<file path="config.mk">
export PLATFORM = sky130hd
export DESIGN_NAME = mul_fu_arbiter
export DESIGN_NICKNAME = d
export VERILOG_FILES = /design/src/rtl/mul_fu_arbiter.sv
export SDC_FILE = /design/constraint.sdc
export NUM_CORES = 1
export LEC_CHECK = 0
export ABC_AREA = 1
export CAP_MARGIN = 30
export CORE_MARGIN = 4
export CORE_UTILIZATION = 30
export CTS_CLUSTER_SIZE = 28
export DETAILED_ROUTE_END_ITERATION = 16
export GPL_TIMING_DRIVEN = 0
export HOLD_SLACK_MARGIN = 0.02
export PLACE_DENSITY = 0.68
export RECOVER_POWER = 50
export SYNTH_ARGS = -nofsm -noshare
export SYNTH_HDL_FRONTEND = slang
export SYNTH_SLANG_ARGS = --single-unit
export TNS_END_PERCENT = 10
</file>
<file path="constraint.sdc">
create_clock -name clk -period 6.4 [get_ports clk]
set_input_delay 1.6 -clock clk [delete_from_list [all_inputs] [get_ports clk]]
set_output_delay 1.6 -clock clk [all_outputs]
set_load 0.02 [all_outputs]
</file>
<file path="src/rtl/mul_fu_arbiter.sv">
// Round-robin arbiter/sequencer sharing one non-pipelined multiplier among
// several reservation stations, with flush handling and a stuck-unit watchdog.
module mul_fu_arbiter #(
    parameter int unsigned N_REQ   = 4,
    parameter int unsigned TAG_W   = 3,
    parameter int unsigned TIMEOUT = 16
) (
    input  logic                   clk,
    input  logic                   rst_n,
    input  logic [N_REQ-1:0]       req,
    input  logic [N_REQ*32-1:0]    req_a,
    input  logic [N_REQ*32-1:0]    req_b,
    input  logic [N_REQ*TAG_W-1:0] req_tag,
    output logic [N_REQ-1:0]       gnt,
    input  logic                   flush,
    output logic                   fu_en,
    output logic [31:0]            fu_a,
    output logic [31:0]            fu_b,
    input  logic [31:0]            fu_res,
    input  logic                   fu_finish,
    output logic                   cdb_valid,
    output logic [TAG_W-1:0]       cdb_tag,
    output logic [31:0]            cdb_data,
    input  logic                   cdb_ready,
    output logic                   busy,
    output logic                   err
);
    localparam int unsigned PTR_W = $clog2(N_REQ);
    localparam int unsigned CNT_W = $clog2(TIMEOUT + 1);

    typedef enum logic [2:0] {
        S_IDLE,
        S_ISSUE,
        S_WAIT,
        S_RESULT,
        S_DRAIN
    } state_t;

    state_t             state_q, state_d;
    logic [PTR_W-1:0]   ptr_q;
    logic [PTR_W-1:0]   win_idx;
    logic [PTR_W-1:0]   cand;
    logic               win_found;
    int unsigned        idx;
    logic               grant_c;
    logic [31:0]        a_sel, b_sel;
    logic [TAG_W-1:0]   tag_sel;
    logic [CNT_W-1:0]   cnt_q, cnt_inc;
    logic               timeout;
    logic [TAG_W-1:0]   tag_q;
    logic [31:0]        data_q;
    logic               err_q;

    // Round-robin search starting one past the last granted index
    always_comb begin
        win_idx   = '0;
        win_found = 1'b0;
        idx       = 0;
        cand      = '0;
        for (int unsigned k = 1; k <= N_REQ; k++) begin
            idx  = (32'(ptr_q) + k) % N_REQ;
            cand = PTR_W'(idx);
            if (!win_found && req[cand]) begin
                win_found = 1'b1;
                win_idx   = cand;
            end
        end
    end

    always_comb begin
        a_sel   = '0;
        b_sel   = '0;
        tag_sel = '0;
        for (int i = 0; i < int'(N_REQ); i++) begin
            if (win_idx == PTR_W'(i)) begin
                a_sel   = req_a[i*32 +: 32];
                b_sel   = req_b[i*32 +: 32];
                tag_sel = req_tag[i*TAG_W +: TAG_W];
            end
        end
    end

    assign grant_c = (state_q == S_IDLE) && win_found && !flush;
    assign cnt_inc = cnt_q + CNT_W'(1);

    // Next-state and combinational launch/grant outputs
    always_comb begin
        state_d = state_q;
        fu_en   = 1'b0;
        timeout = 1'b0;
        gnt     = '0;
        case (state_q)
            S_IDLE: begin
                if (grant_c) begin
                    gnt     = N_REQ'(1) << win_idx;
                    state_d = S_ISSUE;
                end
            end
            S_ISSUE: begin
                if (flush) begin
                    state_d = S_IDLE;
                end else begin
                    fu_en   = 1'b1;
                    state_d = S_WAIT;
                end
            end
            S_WAIT: begin
                if (fu_finish) begin
                    state_d = flush ? S_IDLE : S_RESULT;
                end else if (cnt_inc == CNT_W'(TIMEOUT)) begin
                    timeout = 1'b1;
                    state_d = S_IDLE;
                end else if (flush) begin
                    state_d = S_DRAIN;
                end
            end
            S_RESULT: begin
                if (flush || cdb_ready) state_d = S_IDLE;
            end
            S_DRAIN: begin
                if (fu_finish) begin
                    state_d = S_IDLE;
                end else if (cnt_inc == CNT_W'(TIMEOUT)) begin
                    timeout = 1'b1;
                    state_d = S_IDLE;
                end
            end
            default: state_d = S_IDLE;
        endcase
    end

    always_ff @(posedge clk or negedge rst_n) begin
        if (!rst_n) begin
            state_q <= S_IDLE;
            ptr_q   <= PTR_W'(N_REQ - 1);
            fu_a    <= '0;
            fu_b    <= '0;
            tag_q   <= '0;
            data_q  <= '0;
            cnt_q   <= '0;
            err_q   <= 1'b0;
        end else begin
            state_q <= state_d;
            if (grant_c) begin
                ptr_q <= win_idx;
                fu_a  <= a_sel;
                fu_b  <= b_sel;
                tag_q <= tag_sel;
            end
            if (state_q == S_ISSUE) begin
                cnt_q <= '0;
            end else if (state_q == S_WAIT || state_q == S_DRAIN) begin
                cnt_q <= cnt_inc;
            end
            if (state_q == S_WAIT && fu_finish && !flush) data_q <= fu_res;
            if (timeout) err_q <= 1'b1;
        end
    end

    // A flushed result is withdrawn in the same cycle so it is never consumed
    assign cdb_valid = (state_q == S_RESULT) && !flush;
    assign cdb_tag   = tag_q;
    assign cdb_data  = data_q;
    assign busy      = (state_q != S_IDLE);
    assign err       = err_q;

endmodule

</file>
* Word level (Yosys, flattened, before mapping) *
Index checks and enable logic that the tools add are counted.

word-level totals
  flip-flop bits (word level) = 110
  input bits = 309
  output and inout port bits = 107
  word-level logic and storage cells = 97

operators by class
  $add $sub $neg = 5
  order comparisons = 4
  equal/unequal tests = 12
  shifts and indexed selects = 1
  multiplexer cells = 47
  reductions and logical operators = 20

operator list
  cell                                                 count
  two-way mux 32 bit                                   8
  two-way mux 3 bit                                    11
  case mux 3 bit (5 select lines)                      1
  two-way mux 1 bit                                    13
  < comparator 2 x 3 -> 1 bit, second input constant   4
  two-way mux 2 bit                                    6
  two-way mux 5 bit                                    2
  binary-select mux 1 bit (select 2 bit)               4
  logical AND 1 bit                                    8
  two-way mux 4 bit                                    2
  equality test 3 x 2 -> 1 bit, second input constant  2
  adder 5 x 1 -> 5 bit, second input constant          1
  equality test 5 bit, second input constant           1
  adder 2 x 1 -> 2 bit, second input constant          2
  adder 2 bit, second input constant                   2
  equality test 2 bit, second input constant           2
  zero test 1 bit                                      4
  inequality test 2 bit, second input constant         2
  inequality test 4 bit, second input constant         1
  AND reduction 4 bit                                  1
  << shifter 1 x 2 -> 4 bit, first input constant      1
  equality test 3 x 1 -> 1 bit, second input constant  1
  equality test 3 bit, second input constant           1
  zero test 3 bit                                      1
  other kinds (7)                                      8

* Longest topological paths before layout *
  word-level depth = 18
  depth in mapped cells = 18
  mapped depth without buffers = 16

* Least setup slack after synthesis *
OpenSTA, ideal clock, no wires.

  kind = in2out
  start point = input req[0]
  end point = output gnt[2]
  arrival = 2906 ps
  data required time = 4800 ps
  setup slack = 1894 ps
  stages = 12
  buffers on the path = 1
  path through = nand2_1 -> nand2_1 -> nand2_1 -> nand2_2 -> nor2_4 -> nand2_1 -> nand2_1 -> nand2_1 -> inv_2 -> clkbuf_1 -> nand2_1 -> nor2_1

between the ends
  cells in the longest elaborated chain, start to end = 16
  elaborated cells between the ends (all ways) = 27
  classes of those cells = shift (1); mux (18); reduce/logical (8)

ends and longest elaborated chain
  element                                  line  RTL
  start, declared                          10    input logic [N_REQ-1:0] req,
  binary-select mux 1 bit (select 2 bit)   63    if (!win_found && req[cand]) begin
  two-way mux 1 bit (not written as such)  63
  two-way mux 1 bit                        63
  zero test 1 bit                          63
  logical AND 1 bit                        63
  two-way mux 1 bit                        63
  zero test 1 bit                          63
  logical AND 1 bit                        63
  two-way mux 1 bit                        63
  zero test 1 bit                          63
  logical AND 1 bit                        63
  two-way mux 1 bit                        63
  logical AND 1 bit (2 in series)          83    assign grant_c = (state_q == S_IDLE) && win_found && !flush;
  two-way mux 4 bit *                      94    if (grant_c) begin
  two-way mux 4 bit *                      92    case (state_q)
  end, declared                            14    output logic [N_REQ-1:0] gnt,

Mark *: on every way between the ends. The rest lies on a longest branch, timed or not. The select of a mux whose other input is x is not followed.

* Final worst setup path *
  start point = input req[1]
  end point = output gnt[2]

Same word-level chain as after synthesis.

==> flow_summary.toml <==
[power]
p_leak_nw = 5.46
finalPower_mw = 7.18
powerDensity_nw_per_um2 = 609
vdd_drop_max_mv = 0.365

[timing]
skew_ns = 0.0144
finalSetupViolCount = 0
finalCriticalPeriod_ns = 5.95
layout_setup_ws_ns = 0.446
tightest_slew_ns = 2.40
hold_ws_ns = 0.481
slew_headroom_pct = -60.2
finalHoldViolations = 0
slew_violations = 113
rsz0062_at_grt = "false"
fmaxAchievable_mhz = 168
fin_crit_sh_pct = 93.0

[routing]
first_pass_iters = 5
via_count = 8363
route.detailed.drc = 0
viasPerCell = 4.74
ant_nets = 0
drt_iter0_markers = 523
wl_per_cell_um = 17.9
wirelength_um = 31500

[placement]
hpwl_um = 25200
numPortBuffers = 415
dp_slack_ns = 0.424
place_inst = 1746
place_congestion = 0.890

[cts]
max-clock-path-buffers = 2
htreeDepth = 3
clkLatencyLatePin_ns = 0.36
cts_buffers = 9
clk_pin_slew_ns = 0.08
cts_tree = "yes"
cts_setup_buffers = 0
cts_resized = 0
clkSinkCount = 110
cts_hold_buf = 0
root_buffer = "clkbuf_16"

[cells_and_area]
drive_above_1_share_pct = 7.31
syn_to_final_growth_pct = 69.5
fin_cells = 1764
fin_nets = 1782

[critical_path]
r2r_end = "fu_b[10]$_DFFE_PN0N_"
cp.required_ns = 4.80
end_kind = "primary output"
path_class = "in -> out"
worstRegToRegCells = 13
rr_startpoint = "ptr_q[0]$_DFFE_PN1N_"
ff2ff_setup_slack_ns = 3.78
cp.arrival_ns = 4.35
startpoint_type = "input pin"
critPathMaxFanout = 10

[synth]
synth_area_per_cell_um2 = 6.65
synth_cell_types = 36
yosysMostFrequentCell = "nand2_1"
synth-async-reset-ratio_pct = 100
syn-num-nets = 1355
synth_edf_count = 0
synth_top_cells_by_area = "dfrtp_1 39%, nand2_1 23%, nand3_1 9.0%"
synthCells = 1045
ys_warn_count = 0
synth.ff_latch_count = 110
synth_top_area_share_pct = 38.9
yosys-top-cells-count = "421 x nand2_1, 132 x nor2_1, 125 x nand3_1"
netlist_area_um2 = 6950
ys.flop_type = "dfrtp_1"
ys_seq_area_share_pct = 39.6
yosysTopAreaCell = "dfrtp_1"

[hold_path]
hold_path.startpoint = "err$_DFFE_PN0P_"
hold_end = "err$_DFFE_PN0P_"
hp-class = "reg -> reg"
hold_depth = 1

[status]
run_status = "finished with violations"
failed_checks = "max-capacitance violations, max-slew violations"

[floorplanning]
dieArea_um2 = 25700
start_util_pct = 30.6
coreArea_um2 = 22700
rows = 55
die-height_um = 160
die_x_um = 160
ios = 416

[flow_run]
drv_cap = 2

[global_routing]
grt_max_degree = 69
grt.overflow.total = 0
antenna_found_initial = 3
grt_pass1_vias = 8243
grt_pass1_wl_um = 47400
grtUsageTotal_pct = 23.6
## logic make-up (layout without fill, tap and decap cells)
family,Yosys count,in the layout,synth area share [%]
compound gates,54,54,4.00
simple gates,770,770,48.2
buf+inv,108,540,7.76
fa+ha+maj,1,1,0.180
other cells,0,2,0
flops,110,110,39.6
xor+xnor,2,2,0.252
## report_power, final
part	total (mW)	leakage, nW	switching [mW]	internal [mW]
logic	5.34	3.97	3.34	2.00
registers	1.24	1.35	0.187	1.05
clock network	0.608	0.154	0.323	0.285
## registers in the layout, indices dropped and copies added (netlist names)
name      flops
cdb_data     32
fu_a         32
fu_b         32
cnt_q         5
cdb_tag       3
state_q       3
ptr_q         2
err           1
## worst max-delay path: stages
cell             delay (ns)
clkdlybuf4s50_1        0.55
nand2_1                0.12
nand3_1                0.09
nand2_1                0.08
o21ai_0                0.16
nand2_1                0.06
nand2_1                0.07
nand2_1                0.09
inv_2                  0.19
clkbuf_1               0.46
nand2_1                0.12
nor2_1                 0.11
clkdlybuf4s50_1        0.64
## how the worst max path moves through the flow
stage                start                   end  cells after the start  slack [ns]
floorplan           req[0]                gnt[2]                     12        1.89
global placement     rst_n  fu_a[26]$_DFFE_PN0N_                      1       -0.95
detailed placement  req[1]                gnt[2]                     13        0.42
CTS                 req[1]                gnt[2]                     13        0.42
global route        req[1]                gnt[2]                     13        0.21
finish              req[1]                gnt[2]                     13        0.45
## metrics by stage
step                      setup TNS [ns]  util (%)  area, um^2
after floorplan                        0         -        6950
after global placement           -101.09      50.5       11500
after detailed placement               0      50.6       11500
after CTS                              0      52.0       11800
after global routing                   0      51.9       11800
final                                  0      51.9       11800
## placed cells by master, fill, tap and decap left out, drive strengths merged
cell type / instances
nand2: 426
clkdlybuf4s50: 374
nor2: 162
nand3: 128
dfrtp: 108
o21ai: 47
inv: 46
dlygate4sd3: 40
buf: 38
clkbuf: 33
or2: 25
nand3b: 22
clkinv: 9
nand4: 5
a21oi: 4
diode: 2
dfstp: 2
and3: 1
a21boi: 1
xor2: 1
xnor2: 1
nor3: 1
a21o: 1
a211oi: 1
ha: 1
## per-layer routing
layer  vias to the layer above  share of wire (%)  global-route usage, %
met3                        41                8.4                   7.07
li1                       4138                  -                      -
met1                      3839                 39                   27.3
met2                       343                 51                   42.5
met5                         -              0.041                      0
met4                         2                2.1                   6.37
## area by class of cell
| class | count | area [um^2] |
|---|---|---|
| well taps | 285 | 357 |
| flip-flops and latches | 110 | 2760 |
| clock inverters | 7 | 93.8 |
| repair buffers | 416 | 4150 |
| multi-input cells | 827 | 3660 |
| inverters | 48 | 183 |
| diodes | 2 | 5.00 |
| fillers | 2269 | 10900 |
| clock buffers | 9 | 225 |
| plain buffers | 60 | 357 |
(Power assumes the default switching activity.)
